$ cat config.mk
export PLATFORM = sky130hd
export DESIGN_NAME = instr_fetch
export DESIGN_NICKNAME = d
export VERILOG_FILES = /design/src/rtl/instr_fetch.sv
export SDC_FILE = /design/constraint.sdc
export NUM_CORES = 2
export LEC_CHECK = 0
export ABC_AREA = 1
export CELL_PAD_IN_SITES_DETAIL_PLACEMENT = 1
export CELL_PAD_IN_SITES_GLOBAL_PLACEMENT = 1
export CORE_MARGIN = 3
export CORE_UTILIZATION = 54
export DETAILED_ROUTE_END_ITERATION = 10
export PLACE_DENSITY_LB_ADDON = 0.25
export SYNTH_ARGS = -nofsm -noshare
export SYNTH_HDL_FRONTEND = slang
export SYNTH_SLANG_ARGS = --single-unit
$ cat constraint.sdc
create_clock -name clk -period 5.3 [get_ports clk]
set_input_delay 0.53 -clock clk [delete_from_list [all_inputs] [get_ports clk]]
set_output_delay 0.53 -clock clk [all_outputs]
set_load 0.005 [all_outputs]
$ cat src/rtl/instr_fetch.sv
// Purpose : instruction fetch stage with program memory, PC sequencing,
//           beq/bne branch resolution and an IDLE/RUN/HALT controller.
// Latency : zero-cycle combinational fetch (instr follows pc in the same
//           cycle); pc, state and retired update on the rising clk edge.
// Backpressure: none. The stage advances one instruction per cycle in RUN.
//           Program loads are accepted only in IDLE or HALT.
//
// Ports
//   clk, rst            single clock; synchronous active-high reset
//   load_en/addr/data   program-load write port (ignored while running)
//   start               one-cycle pulse: (re)start execution at RESET_PC
//   branch, zero        control-unit Branch signal and ALU zero flag
//   instr, opcode       current instruction word and its [31:26] field
//   pc, pc_plus4        current program counter and pc + 4
//   running, halted     state flags (RUN / HALT)
//   retired             instructions executed since last reset or start
module instr_fetch #(
    parameter int          IMEM_DEPTH = 64,
    parameter logic [31:0] RESET_PC   = 32'h0000_0000,
    parameter logic [31:0] HALT_WORD  = 32'hFC00_0000
) (
    input  logic                          clk,
    input  logic                          rst,
    input  logic                          load_en,
    input  logic [$clog2(IMEM_DEPTH)-1:0] load_addr,
    input  logic [31:0]                   load_data,
    input  logic                          start,
    input  logic                          branch,
    input  logic                          zero,
    output logic [31:0]                   instr,
    output logic [5:0]                    opcode,
    output logic [31:0]                   pc,
    output logic [31:0]                   pc_plus4,
    output logic                          running,
    output logic                          halted,
    output logic [31:0]                   retired
);

    localparam int AW = $clog2(IMEM_DEPTH);

    localparam logic [5:0] OP_BEQ = 6'd4;
    localparam logic [5:0] OP_BNE = 6'd5;

    typedef enum logic [1:0] {
        S_IDLE = 2'd0,
        S_RUN  = 2'd1,
        S_HALT = 2'd2
    } state_t;

    // ------------------------------------------------------------------
    // State
    // ------------------------------------------------------------------
    state_t      r_state;
    logic [31:0] r_pc;
    logic [31:0] r_retired;

    // Program memory. Deliberately has no reset so a loaded program
    // survives rst and can be re-run with another start pulse.
    logic [31:0] r_imem [IMEM_DEPTH];

    // ------------------------------------------------------------------
    // Combinational fetch and branch resolution
    // ------------------------------------------------------------------
    state_t      w_state_nxt;
    logic [31:0] w_pc_nxt;
    logic [31:0] w_retired_nxt;

    logic        w_in_range;
    logic [31:0] w_imem_rd;
    logic [31:0] w_instr;
    logic [5:0]  w_opcode;
    logic        w_is_halt;
    logic        w_taken;
    logic [31:0] w_pc_plus4;
    logic [31:0] w_br_offset;
    logic [31:0] w_br_target;
    logic [31:0] w_retired_inc;
    logic        w_load_we;

    // pc is inside memory when every bit above the word-address field is
    // zero, i.e. pc < 4*IMEM_DEPTH. pc[1:0] never takes part in the read.
    assign w_in_range = (r_pc[31:AW+2] == '0);
    assign w_imem_rd  = r_imem[r_pc[AW+1:2]];

    // Anything that is not an in-range fetch in RUN reads as the halt
    // word, so running off the end of memory stops the machine cleanly.
    assign w_instr   = ((r_state == S_RUN) && w_in_range) ? w_imem_rd : HALT_WORD;
    assign w_opcode  = w_instr[31:26];
    assign w_is_halt = (w_instr == HALT_WORD);

    // Branch is only honoured for beq/bne; a stray Branch on any other
    // opcode falls through to sequential fetch.
    assign w_taken = branch && (((w_opcode == OP_BEQ) &&  zero) ||
                                ((w_opcode == OP_BNE) && !zero));

    assign w_pc_plus4  = r_pc + 32'd4;
    assign w_br_offset = {{14{w_instr[15]}}, w_instr[15:0], 2'b00};
    assign w_br_target = w_pc_plus4 + w_br_offset;

    // Saturating count: holds at all-ones rather than wrapping to zero.
    assign w_retired_inc = (r_retired == 32'hFFFF_FFFF) ? r_retired
                                                        : r_retired + 32'd1;

    // Reset wins over a coincident load; RUN ignores loads entirely.
    assign w_load_we = load_en && !rst && (r_state != S_RUN);

    // ------------------------------------------------------------------
    // Next-state logic
    // ------------------------------------------------------------------
    always_comb begin
        w_state_nxt   = r_state;
        w_pc_nxt      = r_pc;
        w_retired_nxt = r_retired;

        case (r_state)
            S_IDLE, S_HALT: begin
                if (start) begin
                    w_state_nxt   = S_RUN;
                    w_pc_nxt      = RESET_PC;
                    w_retired_nxt = 32'd0;
                end
            end

            S_RUN: begin
                // start is ignored here: a running program is never
                // restarted underneath itself.
                if (w_is_halt) begin
                    w_state_nxt = S_HALT;
                end else begin
                    w_pc_nxt      = w_taken ? w_br_target : w_pc_plus4;
                    w_retired_nxt = w_retired_inc;
                end
            end

            default: begin
                w_state_nxt = S_IDLE;
            end
        endcase
    end

    // ------------------------------------------------------------------
    // Registers
    // ------------------------------------------------------------------
    always_ff @(posedge clk) begin
        if (rst) begin
            r_state   <= S_IDLE;
            r_pc      <= RESET_PC;
            r_retired <= 32'd0;
        end else begin
            r_state   <= w_state_nxt;
            r_pc      <= w_pc_nxt;
            r_retired <= w_retired_nxt;
        end
    end

    // Write happens on the same edge that may also take IDLE->RUN, so a
    // load coinciding with start is visible to the very first fetch.
    always_ff @(posedge clk) begin
        if (w_load_we) begin
            r_imem[load_addr] <= load_data;
        end
    end

    // ------------------------------------------------------------------
    // Outputs
    // ------------------------------------------------------------------
    assign instr    = w_instr;
    assign opcode   = w_opcode;
    assign pc       = r_pc;
    assign pc_plus4 = w_pc_plus4;
    assign running  = (r_state == S_RUN);
    assign halted   = (r_state == S_HALT);
    assign retired  = r_retired;

endmodule
Yosys cells after proc, flatten, opt, wreduce, memory -nomap -nowiden
Memories as Yosys holds them, arrays and structs flattened. A register that Yosys moved wholly into a read port is not among the register bits.
Cells that the tools add are included.
{ "word_totals": {"elab_cells": 49, "mem_count": 1, "register_bits": 66, "in_bits": 44, "ramBits": 2048} }
{ "memory_table": {"columns": ["memory", "depth", "word_bits", "rd", "rd_clocked_by_memory_dff", "write_ports", "line", "source"], "rows": [
  ["r_imem", 64, 32, 1, 1, 1, "59", "logic [31:0] r_imem [IMEM_DEPTH];"]
]} }
{ "op_classes": {"muxes": 15, "n_reduce_logical": 16, "n_eq_ne": 11, "n_addsub": 3} }
{ "ops": {"columns": ["cell", "n"], "rows": [
  ["two-way mux 32 bit", 6],
  ["case mux 32 bit (2 select lines)", 2],
  ["equality test 32 bit (second input constant)", 2],
  ["adder 32 x 1 -> 32 bit (second input constant)", 1],
  ["adder 32 x 3 -> 32 bit (second input constant)", 1],
  ["adder 32 bit", 1],
  ["logical NOT 24 bit", 1],
  ["equality test 6 x 3 -> 1 bit (second input constant)", 2],
  ["two-way mux 6 bit", 2],
  ["logical AND 1 bit", 6],
  ["inequality test 2 bit (second input constant)", 3],
  ["two-way mux 2 bit", 2],
  ["inequality test 2 x 1 -> 1 bit (second input constant)", 2],
  ["case mux 2 bit (2 select lines)", 1],
  ["AND reduction 4 bit", 1],
  ["AND reduction 3 bit", 1],
  ["equality test 2 x 1 -> 1 bit (second input constant)", 1],
  ["equality test 2 bit (second input constant)", 1],
  ["logical NOT 1 bit", 2],
  ["logical NOT 2 bit", 1],
  ["two-way mux 1 bit", 2],
  ["AND reduction 2 bit", 1],
  ["nonzero test 2 bit", 1],
  ["OR reduction 2 bit", 1],
  ["logical OR 1 bit", 1]
]} }

Depth between registers and ports, before layout
{ "logic_depth": {"word_depth": 12, "mapped_depth": 30, "depth_no_buf": 27} }

Worst setup path after synthesis
Ideal clock, no wire load.
{ "synth_path": {"kind": "flip-flop to flip-flop", "from": "reg r_pc[2], in the netlist pc[2]", "to": "reg r_pc[29], in the netlist pc[29]", "required_ns": 5.181, "arrival_ns": 3.394, "synth_period_minus_slack_ns": 3.513, "path_stages_with_launch": 26, "path_slack_ns": 1.787, "path_cell_list": "dfxtp_1 ha_1 nand4_1 nor2_1 nand3_1 nor2_1 nand3_1 nor2_1 nand2_1 nor2_1 xor2_1 inv_1 ha_1 nand2_1 nor3_1 nand4_1 nand3_1 nand2_1 nand3_1 nand2_1 nand2_1 nand2_1 nand2_1 nor2_1 o21ai_0 a21oi_1"} }
{ "synth_via": {"elab_chain_len": 5} }
{ "synth_lines": {"columns": ["item", "line", "source"], "rows": [
  ["start: declaration", "54", "logic [31:0] r_pc;"],
  ["start signal: assignment", "151", "r_pc <= w_pc_nxt;"],
  ["adder 32 x 3 -> 32 bit", "96", "assign w_pc_plus4 = r_pc + 32'd4;"],
  ["via pc_plus4[20]", "33", "output logic [31:0] pc_plus4,"],
  ["adder 32 bit", "98", "assign w_br_target = w_pc_plus4 + w_br_offset;"],
  ["two-way mux 32 bit", "130", "w_pc_nxt = w_taken ? w_br_target : w_pc_plus4;"],
  ["two-way mux 32 bit", "127", "if (w_is_halt) begin"],
  ["case mux 32 bit (2 select lines)", "115", "case (r_state)"]
]} }
The timed path passes the listed nets, and every way through them passes these cells. The select of a mux whose other input is x is not followed.
A chain may end at the register's enable or synchronous reset.

==> out/qor.csv <==
metric,value,unit
status,finished clean,
die-area,168900,um^2
synth-seq-area-share,71.02,%
fin_crit,5171,ps
drv_slew,0,
layout_common_cells,"nand2_1 (2533), nand3_1 (2056), edfxtp_1 (2048)",
place_inst,9980,
max_freq,193.4,MHz
ir_worst_vdd,0.3874,mV
boundaryPins,180,
setup_ws,128.7,ps
cts_made_buffers,213,
finClkSkew,44.69,ps
final_cells,10380,
drive_gt1_share,8.029,%
seq_area,62920,um^2
dpl_cell_area,93930,um^2
cts_setup_buffers,0,
drtIter0Drc,9458,
leakagePower,0.03619,uW
grt_start_max_net_pins,148,
root_buffer,clkbuf_16,
holdWs,330.0,ps
switching_share,34.14,%
fin_nets,8111,
synth_edf_count,2048,
path_max_fanout,52,
die_h,411.0,um
grt-ovfl-total,0,
crit_type,flip-flop to primary output,
totalWireLength,320.0,mm
grt_pass1_vias,70330,
nFillCells,16310,
cts_max_path_buffers,3,
final_area,100600,um^2
intPower,30170,uW
post-dp-hpwl,183.3,mm
ant_nets,0,
fin_crit_sh,97.57,%
grt_setup_unrepaired,false,
whs_path_depth,2,
async_flop_share,0,%
clock_sinks,2118,
dp_slack,479.4,ps
netlist_instances,7889,
syn_area,88570,um^2
cts_tree,yes,
hold_path.class,input port to flip-flop,
tns,0,ps
ys.flop_type,edfxtp_1,
vias_per_cell,6.516,
drtPass1Iterations,8,
start_kind,flip-flop,
min_from,load_data[16],
die_width,411.0,um
worstPathArrival,4640,ps
multi_input_area,23250,um^2
routedWlPerCell,30.83,um
power.switching,15640,uW
track_usage,37.54,%
holdBufCountCts,0,
power_density,455.4,nW/um^2
insertion_delay,870,ps
path_clk_slew,70,ps
avgSynthCellArea,11.23,um^2
gp_congestion,0.9069,
io_buffers,175,
grt_pass1_wl,465.2,mm
dr_total_vias,67620,
htree_levels,4,
maxCapViolations,0,
drc,0,
antenna_found_initial,15,
core_area,161700,um^2
initial_core_util,54.78,%
synth.distinct_cells,38,
finalSetupViolCount,0,
clkPwrFrac,32.1,%
p_seq_share,41.2,%
max_slew_margin,6.453,%
ys_seq_elements,2118,
worstPathRequired,4770,ps
end_kind,primary output,
pwr-share-comb,26.7,%
reg2reg_depth,27,
final_common_cell,nand2_1,
ctsResizeCount,0,
rows,147,
area_delta_synth_final,13.58,%
hold_violations,0,
tightest_slew,1403,ps
yosys_warnings,0,
## worst max-delay path: stages, from the launching register on
cell             delay (ps)
dfxtp_4                 510
buf_4                   320
buf_4                   540
buf_4                   370
nand2_1                 100
nand3_1                 110
nand3_1                 100
nand2_1                  90
nand2_1                  80
nand2_1                 220
nand2_1                 160
nand3_1                 130
nand3_1                 310
inv_1                   130
clkdlybuf4s50_1         550
## sequential cells by signal, indices dropped and copies added, names as in the netlist, named ones only
register / flops
pc: 30
retired: 32
r_imem: 2048
r_state: 2
## per-layer routing
metal  global-route usage [%]  part of all wire (%)
met1                    48.41                    36
met5                        0                0.0022
met4                    21.95                   6.6
met2                    58.86                    46
met3                    8.268                    11
## power groups by stage
| stage | combinational [uW] | sequential, uW | clock [uW] |
|---|---|---|---|
| 6_report | 12200 | 18900 | 14700 |
| 3_5_place_dp | 11700 | 19200 | 0 |
| 4_1_cts | 12000 | 18900 | 14700 |
| 2_1_floorplan | 7030 | 19100 | 0 |
| 3_3_place_gp | 11100 | 19200 | 0 |
| 5_1_grt | 13100 | 18900 | 15400 |
## synth_stat cells (2+ instances only)
library cell | number | area (um^2)
ha_1 | 31 | 387.9
nand3b_1 | 5 | 37.54
clkinv_1 | 2 | 7.510
inv_1 | 147 | 551.8
inv_2 | 4 | 15.01
o21ai_1 | 2 | 10.01
a21oi_1 | 84 | 420.4
buf_6 | 5 | 56.30
clkbuf_1 | 131 | 491.7
o21ai_0 | 35 | 175.2
nand2_1 | 2533 | 9508
xnor2_1 | 16 | 140.1
edfxtp_1 | 2048 | 61500
buf_4 | 32 | 240.2
a31oi_1 | 2 | 12.51
nor2_2 | 2 | 12.51
dfxtp_1 | 70 | 1401
xor2_1 | 33 | 289.0
nor4_1 | 7 | 43.79
nor3_1 | 24 | 120.1
nor3b_1 | 2 | 15.01
nand3_1 | 2057 | 10290
buf_1 | 49 | 183.9
a31o_2 | 2 | 17.52
or2_2 | 9 | 56.30
o211ai_1 | 3 | 22.52
nor2_1 | 232 | 870.8
buf_2 | 277 | 1386
o21bai_1 | 2 | 15.01
nand4_1 | 35 | 219.0
## logic make-up after synthesis
logic type                 after synthesis  synth area share (%)
adders and majority gates               32                0.4605
AOI/OAI and AO/OA                      134                0.7939
other                                    1              0.004234
DFF                                   2118                 71.02
xor gates and xnor gates                49                0.4845
buffers and inverters                  647                 3.311
and+or+nand+nor                       4908                 23.93
## worst paths after layout
check / slack [ps] / to
worst max-delay path: 130 / instr[16]
worst min-delay path: 330 / r_imem[10][16]
worst max register to register: 320 / pc[29]
worst min register to register: 540 / retired[31]
## per-stage QoR
| stage | total power (uW) | utilization, % |
|---|---|---|
| CTS | 45580 | 62.21 |
| global route | 47410 | 62.21 |
| floorplan | 26110 | - |
| detailed placement | 30940 | 58.10 |
| finish | 45810 | 62.23 |
| global placement | 30360 | 58.10 |
## cell type report
cell class / instances / area share, %
Sequential cell: 2118 / 62.54
Multi-Input combinational cell: 5127 / 23.11
Clock buffer: 273 / 5.649
Timing Repair Buffer: 422 / 4.420
Tap cell: 2160 / 2.686
Clock inverter: 115 / 0.9664
Inverter: 153 / 0.5995
Antenna cell: 9 / 0.02239
Note: power is estimated with default switching activity, not from simulation.
